$ cat src/rtl/aes_pkg.sv
// Shared AES datapath types and widths.
package aes_pkg;

    localparam int unsigned AES_BLOCK_W     = 128;
    localparam int unsigned AES_BYTE_W      = 8;
    localparam int unsigned AES_BLOCK_BYTES = AES_BLOCK_W / AES_BYTE_W;

    typedef logic [AES_BLOCK_W-1:0] aes_block_t;

endpackage

$ cat src/rtl/aes_out_buffer.sv
// First-word-fall-through output buffer for finished AES blocks.
// Define AES_OUTBUF_OVF_EN to add the overflow / drop_count outputs.
module aes_out_buffer
    import aes_pkg::*;
#(
    parameter int unsigned DEPTH = 4
) (
    input  logic                   clock,
    input  logic                   reset_n,
    input  logic [AES_BYTE_W-1:0]  in0,
    input  logic [AES_BYTE_W-1:0]  in1,
    input  logic [AES_BYTE_W-1:0]  in2,
    input  logic [AES_BYTE_W-1:0]  in3,
    input  logic [AES_BYTE_W-1:0]  in4,
    input  logic [AES_BYTE_W-1:0]  in5,
    input  logic [AES_BYTE_W-1:0]  in6,
    input  logic [AES_BYTE_W-1:0]  in7,
    input  logic [AES_BYTE_W-1:0]  in8,
    input  logic [AES_BYTE_W-1:0]  in9,
    input  logic [AES_BYTE_W-1:0]  inA,
    input  logic [AES_BYTE_W-1:0]  inB,
    input  logic [AES_BYTE_W-1:0]  inC,
    input  logic [AES_BYTE_W-1:0]  inD,
    input  logic [AES_BYTE_W-1:0]  inE,
    input  logic [AES_BYTE_W-1:0]  inF,
    input  logic                   empty_in,
    output aes_block_t             out_data,
    output logic                   out_valid,
    input  logic                   out_ready,
    output logic                   full,
    output logic [$clog2(DEPTH):0] level
`ifdef AES_OUTBUF_OVF_EN
    ,
    output logic                   overflow,
    output logic [7:0]             drop_count
`endif
);

    localparam int unsigned PTR_W = (DEPTH > 1) ? $clog2(DEPTH) : 1;
    localparam int unsigned LVL_W = $clog2(DEPTH) + 1;

    aes_block_t       mem_q [DEPTH];
    logic [PTR_W-1:0] wr_ptr_q, rd_ptr_q;
    logic [LVL_W-1:0] level_q, level_d;
    logic             full_q, valid_q;
    logic             armed_q;
    aes_block_t       wr_data;
    logic             wr_en, rd_en, drop;

    assign wr_data = {in0, in1, in2, in3, in4, in5, in6, in7,
                      in8, in9, inA, inB, inC, inD, inE, inF};

    assign rd_en = valid_q & out_ready;
    // armed_q stays low through the first edge after reset release so that edge never writes.
    assign wr_en = armed_q & ~empty_in & (~full_q | rd_en);
    assign drop  = armed_q & ~empty_in & full_q & ~rd_en;

    always_comb begin
        level_d = level_q;
        unique case ({wr_en, rd_en})
            2'b10:   level_d = level_q + LVL_W'(1);
            2'b01:   level_d = level_q - LVL_W'(1);
            default: level_d = level_q;
        endcase
    end

    always_ff @(posedge clock or negedge reset_n) begin
        if (!reset_n) begin
            armed_q  <= 1'b0;
            wr_ptr_q <= '0;
            rd_ptr_q <= '0;
            level_q  <= '0;
            full_q   <= 1'b0;
            valid_q  <= 1'b0;
        end else begin
            armed_q <= 1'b1;
            if (wr_en) begin
                wr_ptr_q <= wr_ptr_q + PTR_W'(1);
            end
            if (rd_en) begin
                rd_ptr_q <= rd_ptr_q + PTR_W'(1);
            end
            level_q <= level_d;
            full_q  <= (level_d == LVL_W'(DEPTH));
            valid_q <= (level_d != '0);
        end
    end

    always_ff @(posedge clock or negedge reset_n) begin
        if (!reset_n) begin
            for (int i = 0; i < DEPTH; i++) begin
                mem_q[i] <= '0;
            end
        end else if (wr_en) begin
            mem_q[wr_ptr_q] <= wr_data;
        end
    end

`ifdef AES_OUTBUF_OVF_EN
    logic       overflow_q;
    logic [7:0] drop_count_q;

    always_ff @(posedge clock or negedge reset_n) begin
        if (!reset_n) begin
            overflow_q   <= 1'b0;
            drop_count_q <= '0;
        end else if (drop) begin
            overflow_q <= 1'b1;
            if (drop_count_q != 8'hff) begin
                drop_count_q <= drop_count_q + 8'd1;
            end
        end
    end

    assign overflow   = overflow_q;
    assign drop_count = drop_count_q;
`else
    logic unused_drop;
    assign unused_drop = drop;
`endif

    // Storage is cleared on reset, so the head entry reads as zero while reset is held.
    assign out_data  = mem_q[rd_ptr_q];
    assign out_valid = valid_q;
    assign full      = full_q;
    assign level     = level_q;

endmodule
$ cat config.mk
export PLATFORM = sky130hd
export DESIGN_NAME = aes_out_buffer
export DESIGN_NICKNAME = d
export VERILOG_FILES = /design/src/rtl/aes_pkg.sv /design/src/rtl/aes_out_buffer.sv
export SDC_FILE = /design/constraint.sdc
export NUM_CORES = 1
export LEC_CHECK = 0
export BUFFER_PORTS_ARGS = -buffer_cell sky130_fd_sc_hd__buf_4
export CORE_ASPECT_RATIO = 2
export CORE_MARGIN = 2
export CORE_UTILIZATION = 30
export CTS_BUF_LIST = sky130_fd_sc_hd__clkbuf_2 sky130_fd_sc_hd__clkbuf_4 sky130_fd_sc_hd__clkbuf_8
export DETAILED_ROUTE_END_ITERATION = 8
export GPL_ROUTABILITY_DRIVEN = 0
export PLACE_DENSITY = 0.54
export SYNTH_ARGS = -nofsm -noshare
export SYNTH_HDL_FRONTEND = slang
export SYNTH_SLANG_ARGS = --single-unit
$ cat constraint.sdc
create_clock -name clock -period 3.41 [get_ports clock]
set_input_delay 0.5115 -clock clock [delete_from_list [all_inputs] [get_ports clock]]
set_output_delay 0.5115 -clock clock [all_outputs]
set_load 0.01 [all_outputs]
==> flow_summary.json, run 1 <==
{
  "outcome": "finished clean",
  "dieArea_um2": 78570,
  "drive_gt1_frac": 0.6204,
  "cts_root_buf": "clkbuf_8",
  "finalCriticalPeriod_ns": 3.078,
  "m1WireLength_mm": 21.86,
  "cp-startpoint": "rd_ptr_q[0]$_DFFE_PN0P_",
  "yosys_most_used_dff": "dfrtp_1",
  "cts_hold_buf": 129,
  "clkTransAtPathRegs_ns": 0.07,
  "fin_cells": 2797,
  "worstPathMaxFanout": 28,
  "synth_edf_count": 0,
  "post_cts_buffers": 0,
  "rsz0062_at_grt": "no",
  "clock-sinks": 522,
  "finalSetupTns_ns": 0,
  "fmax_mhz": 324.9,
  "cts_buffers": 82,
  "grt_max_degree": 94,
  "finClkSkew_ns": 0.02182,
  "clock_latency_ns": 0.72,
  "n_fill_cell": 7165,
  "cts_tree": "built",
  "worst_pin_slew_ns": 0.8391,
  "start_util": 0.3021,
  "r2r_slack_ns": 1.04,
  "vias_per_cell": 4.634,
  "antenna_found_initial": 3,
  "htree_levels": 3,
  "core_area_um2": 75680,
  "syn_inst": 1282,
  "ioPinCount": 265,
  "fin_nets": 1852,
  "rr_worst_depth": 8,
  "yosysTopAreaCellShare": 0.5713,
  "synth_area_um2": 22860,
  "max_slew_margin": 0.4406,
  "worstPathRequired_ns": 2.90,
  "grt.overflow.total": 0,
  "path_depth": 3,
  "power_density_nw_per_um2": 995.8,
  "r2r_end": "out_valid$_DFF_PN0_",
  "area_growth_pct": 26.90,
  "ant_nets": 0,
  "ctsResizeCount": 0,
  "die_w_um": 199.2,
  "ir_drop_mv": 0.5774,
  "yosysUniqueCellTypes": 23,
  "synth_nets": 1420,
  "ys_warn_count": 0,
  "endpoint": "out_data[84]",
  "fin_crit_sh": 0.9026,
  "top_layer_used": "met5",
  "criticalPathCategory": "reg -> out",
  "wl_met3_mm": 3.376,
  "post_drt_wl_per_cell_um": 19.79,
  "hpwl_mm": 34.48,
  "synth_top_area_cell": "dfrtp_1",
  "synth_commonest_cells": "dfrtp_1, mux2_2, mux4_2, clkbuf_8, buf_6",
  "fp.dieH_um": 394.4,
  "cp-end-kind": "primary output",
  "clockBufferDepth": 3,
  "finalMaxSlewViolations": 0,
  "arrival_ns": 2.57,
  "fin_ws_ns": 0.3322,
  "cp_top_family": "flip-flops",
  "portBuffers": 264,
  "r2r-start": "full$_DFF_PN0_",
  "max_cap_viol_count": 0,
  "grt_pass1_wl_mm": 87.81,
  "hold-worst-slack_ns": 0.1126,
  "synthTopCellsByArea": "dfrtp_1, mux2_2, mux4_2, clkbuf_8, buf_6",
  "drt_iter0_drc": 310,
  "grt_use_total": 0.1458,
  "drt-total-wl_mm": 55.35,
  "min_path_type": "in -> reg",
  "finalSetupViolCount": 0,
  "finalHoldViolCount": 0,
  "grt_pass1_vias": 15212,
  "max_stage_delay_ns": 0.73,
  "synthArstFlopShare": 1.000,
  "cp_cell_sequence": "buf_12, mux4_2, buf_4",
  "dp_cells": 2516,
  "synthMostInstantiatedCell": "dfrtp_1",
  "row_count": 143,
  "leakage_nw": 12.28,
  "cp-start-kind": "register",
  "ys_seq_area_frac": 0.5713,
  "vias": 12961,
  "synth.avg_cell_area_um2": 17.83,
  "wl_met2_mm": 28.48,
  "synth_seq_cells": 522,
  "hp-start": "out_ready",
  "hold_depth": 3,
  "dr.pass1.iters": 4,
  "crit_path_top_delay_cell": "dfrtp_4",
  "critPathBufInv": 2,
  "drc": 0,
  "dp_slack_ns": 0.9062
}
through the flow:
step	utilization	total power [W]	area, um2
2_1_floorplan	-	0.01827	22860
3_3_place_gp	0.3416	0.02283	25850
5_1_grt	0.3834	0.03082	29010
3_5_place_dp	0.3416	0.02325	25850
6_report	0.3834	0.02889	29010
4_1_cts	0.3833	0.02954	29010
worst min-delay path by stage:
stage | end | slack, ns
global placement | mem_q[210]$_DFFE_PN0P_ | 0.48
CTS | rd_ptr_q[1]$_DFFE_PN0P_ | 0.004
finish | rd_ptr_q[1]$_DFFE_PN0P_ | 0.11
floorplan | armed_q$_DFF_PN0_ | 0.22
global route | rd_ptr_q[1]$_DFFE_PN0P_ | 0.08
detailed placement | mem_q[182]$_DFFE_PN0P_ | 0.49
area by class of cell:
type / count / area, um2 / area share
Timing Repair Buffer: 433 / 3831 / 0.1320
Tap cell: 1015 / 1270 / 0.04377
Clock buffer: 129 / 1632 / 0.05623
Inverter: 4 / 15.01 / 0.0005175
Antenna cell: 1 / 2.502 / 0.00008625
Clock inverter: 22 / 234.0 / 0.008064
Sequential cell: 522 / 13070 / 0.4505
Multi-Input combinational cell: 671 / 8960 / 0.3088
state kept, by name, summed over array words and instances (netlist names):
register	flops
mem_q	512
level	3
rd_ptr_q	2
wr_ptr_q	2
armed_q	1
full	1
out_valid	1
kinds of logic after synthesis:
family | after synthesis | share of synthesized area
other | 1 | 0.0001640
AND/OR/NAND/NOR | 11 | 0.004268
flip-flops | 522 | 0.5713
XOR/XNOR | 6 | 0.002298
adder cells (fa/ha/maj) | 6 | 0.003612
multiplexers | 642 | 0.3792
AO/OA/AOI/OAI | 5 | 0.001642
buffers and inverters | 89 | 0.03743
worst min-delay path, delay by kind of cell:
family	cells	cell delay (ns)
buffers and inverters	1	0.12
AND/OR/NAND/NOR	1	0.09
XOR/XNOR	1	0.07
per-layer routing:
layer / vias up / GRT usage
met3: 91 / 0.03726
met5: - / 0
li1: 5651 / -
met2: 314 / 0.2547
met1: 6901 / 0.1657
met4: 4 / 0.06490
layout by cell type, fill, tap and decap left out, drive strengths merged, types with 2 or more instances in the layout:
master and instances:
xnor2 6, buf 304, clkinv 13, inv 7
clkbuf 129, o21ai 2, bufinv 4, mux4 128
dlygate4sd3 129, ha 5, clkinvlp 2, dfrtp 522
nor3b 3, and4bb 4, mux2 514
power by group:
part / total [W] / internal (W) / switching (W)
Sequential: 0.0110 / 0.00932 / 0.00166
Clock: 0.00595 / 0.00336 / 0.00258
Combinational: 0.0120 / 0.00730 / 0.00467
Total: 0.0289 / 0.0200 / 0.00891
(Power assumes the default switching activity.)
==> run 2: changes to the inputs <==
--- a/config.mk
+++ b/config.mk
@@ -6,5 +6,5 @@
 export NUM_CORES = 1
 export LEC_CHECK = 0
-export BUFFER_PORTS_ARGS = -buffer_cell sky130_fd_sc_hd__buf_4
+export BUFFER_PORTS_ARGS = -buffer_cell sky130_fd_sc_hd__buf_2
 export CORE_ASPECT_RATIO = 2
 export CORE_MARGIN = 2
==> constraint.sdc (replaced) <==
create_clock -name clock -period 3.41 [get_ports clock]
set_input_delay 0.682 -clock clock [delete_from_list [all_inputs] [get_ports clock]]
set_output_delay 0.682 -clock clock [all_outputs]
set_load 0.01 [all_outputs]
==> run 2 against run 1 <==
Final cell count down 5.1%. Global-route usage shrank 0.35 points. Combinational power down 9%. Die area unchanged. Clock-buffer cell count increased by 1. Sequential power is essentially flat. Largest power group unchanged. Clock skew down 0.00079 ns. Highest routed layer unchanged. Fmax fell by 1.3%. Via count down 3.4%. First-iteration DRC count up 8.1%.
==> flow_summary.json, run 2 (same netlist as run 1, synthesis figures left out) <==
{
  "finalCriticalPeriod_ns": 3.119,
  "dieArea_um2": 78570,
  "p_clk_frac": 0.208,
  "finalHoldViolCount": 0,
  "htree_levels": 3,
  "cp-start-kind": "register",
  "ant_nets": 0,
  "fmax_mhz": 320.6,
  "worstPathMaxFanout": 23,
  "arrival_ns": 2.44,
  "p_seq_frac": 0.394,
  "finalSetupViolCount": 0,
  "hpwl_mm": 34.02,
  "finalMaxSlewViolations": 0,
  "fin_cells": 2654,
  "p_sw_frac": 0.3155,
  "post_drt_wl_per_cell_um": 20.49,
  "largest_reg_flops": 512,
  "p_int_w": 0.01883,
  "rsz0062_at_grt": "no",
  "leakage_nw": 11.44,
  "fin_crit_sh": 0.9147,
  "final_common_cell": "dfrtp_1",
  "finalSetupTns_ns": 0,
  "power.switching_w": 0.008677,
  "outcome": "finished clean",
  "fin_nets": 1719,
  "drt-total-wl_mm": 54.37,
  "cts_hold_buf": 1,
  "cts_tree": "built",
  "cp-end-kind": "primary output",
  "ioPinCount": 265,
  "dp_slack_ns": 0.6523,
  "n_fill_cell": 7343,
  "final_cell_mix": "dfrtp_1, mux2_2, buf_2",
  "multi_input_area_um2": 8960,
  "clock_latency_ns": 0.71,
  "dr.pass1.iters": 6,
  "clock-sinks": 522,
  "drt_iter0_drc": 335,
  "ctsResizeCount": 0,
  "design_area_um2": 26910,
  "grt_max_degree": 104,
  "drive_gt1_frac": 0.6654,
  "vias": 12524,
  "portBuffers": 264,
  "max_slew_margin": 0.4085,
  "fin_ws_ns": 0.2910,
  "post_cts_buffers": 0,
  "criticalPathCategory": "reg -> out",
  "place_area_um2": 25140,
  "dp_cells": 2510,
  "clockBufferDepth": 3,
  "ir_drop_mv": 0.5469,
  "grt_use_total": 0.1424,
  "area_growth_pct": 17.69,
  "cts_root_buf": "clkbuf_8",
  "ff_latch_area_um2": 13070,
  "worst_pin_slew_ns": 0.8872,
  "grt_pass1_wl_mm": 85.20,
  "row_count": 143,
  "worstPathRequired_ns": 2.73,
  "min_path_type": "in -> reg",
  "vias_per_cell": 4.719,
  "cts_buffers": 83,
  "core_area_um2": 75680,
  "finClkSkew_ns": 0.02103,
  "grt.overflow.total": 0,
  "p_comb_frac": 0.398,
  "grt_pass1_vias": 14468,
  "largest_register": "mem_q",
  "drc": 0,
  "power_density_nw_per_um2": 1022,
  "fp.dieH_um": 394.4,
  "max_cap_viol_count": 0,
  "start_util": 0.3021,
  "clkTransAtPathRegs_ns": 0.07,
  "antenna_found_initial": 8,
  "die_w_um": 199.2
}
-- run 2: cell types whose count changed in the layout (fill, tap and decap cells not counted), sizes merged --
| cell | change |
|---|---|
| clkbuf | +1 |
| clkinvlp | +1 |
| dlygate4sd3 | -128 |
| clkinv | -10 |
| bufinv | -1 |
| buf | -6 |
-- run 2: worst max-delay path, cell delays in order (launching register included) --
cell	delay, ns
dfrtp_4	0.54
buf_12	0.21
buf_12	0.25
mux4_2	0.56
buf_2	0.16
-- run 2: worst paths after layout --
| check | depth (start not counted) | start | slack [ns] | end |
|---|---|---|---|---|
| max reg2reg | 8 | full$_DFF_PN0_ | 0.97 | full$_DFF_PN0_ |
| min | 2 | in3[6] | 0.24 | mem_q[486]$_DFFE_PN0P_ |
| min in group asynchronous | 2 | reset_n | 0.58 | mem_q[132]$_DFFE_PN0P_ |
| max | 4 | rd_ptr_q[0]$_DFFE_PN0P_ | 0.29 | out_data[99] |
| min reg2reg | 1 | mem_q[42]$_DFFE_PN0P_ | 0.50 | mem_q[42]$_DFFE_PN0P_ |
| max in group asynchronous | 4 | reset_n | 1.70 | mem_q[16]$_DFFE_PN0P_ |
-- run 2: power by group through the flow --
stage	logic (W)	clock network [W]	registers [W]
final	0.0109	0.00572	0.0108
after global routing	0.0119	0.00629	0.0113
after CTS	0.0113	0.00604	0.0109
after detailed placement	0.0112	0	0.0110
after global placement	0.0110	0	0.0108
after floorplan	0.00790	0	0.0104
-- run 2: cell type report --
cell class	count	share of cell area
Timing Repair Buffer	299	0.06817
Antenna cell	1	0.00009300
Sequential cell	522	0.4857
Clock inverter	12	0.005720
Clock buffer	130	0.05952
Multi-Input combinational cell	671	0.3330
Inverter	4	0.0005580
Tap cell	1015	0.04720
-- run 2: through the flow --
| stage | total power (W) | hold slack, ns | utilization |
|---|---|---|---|
| finish | 0.02750 | 0.2437 | 0.3555 |
| detailed placement | 0.02223 | 0.4905 | 0.3322 |
| global placement | 0.02179 | 0.4830 | 0.3322 |
| global route | 0.02939 | 0.1674 | 0.3555 |
| CTS | 0.02818 | 0.1079 | 0.3555 |
| floorplan | 0.01827 | 0.3864 | - |
-- run 2: metal layers --
metal  track usage  part of all wire  up-vias
li1              -                 -     5394
met1        0.1575              0.38     6707
met2        0.2485              0.51      323
met3       0.04880             0.078       86
met4       0.05464             0.023       14
met5             0            0.0017        -
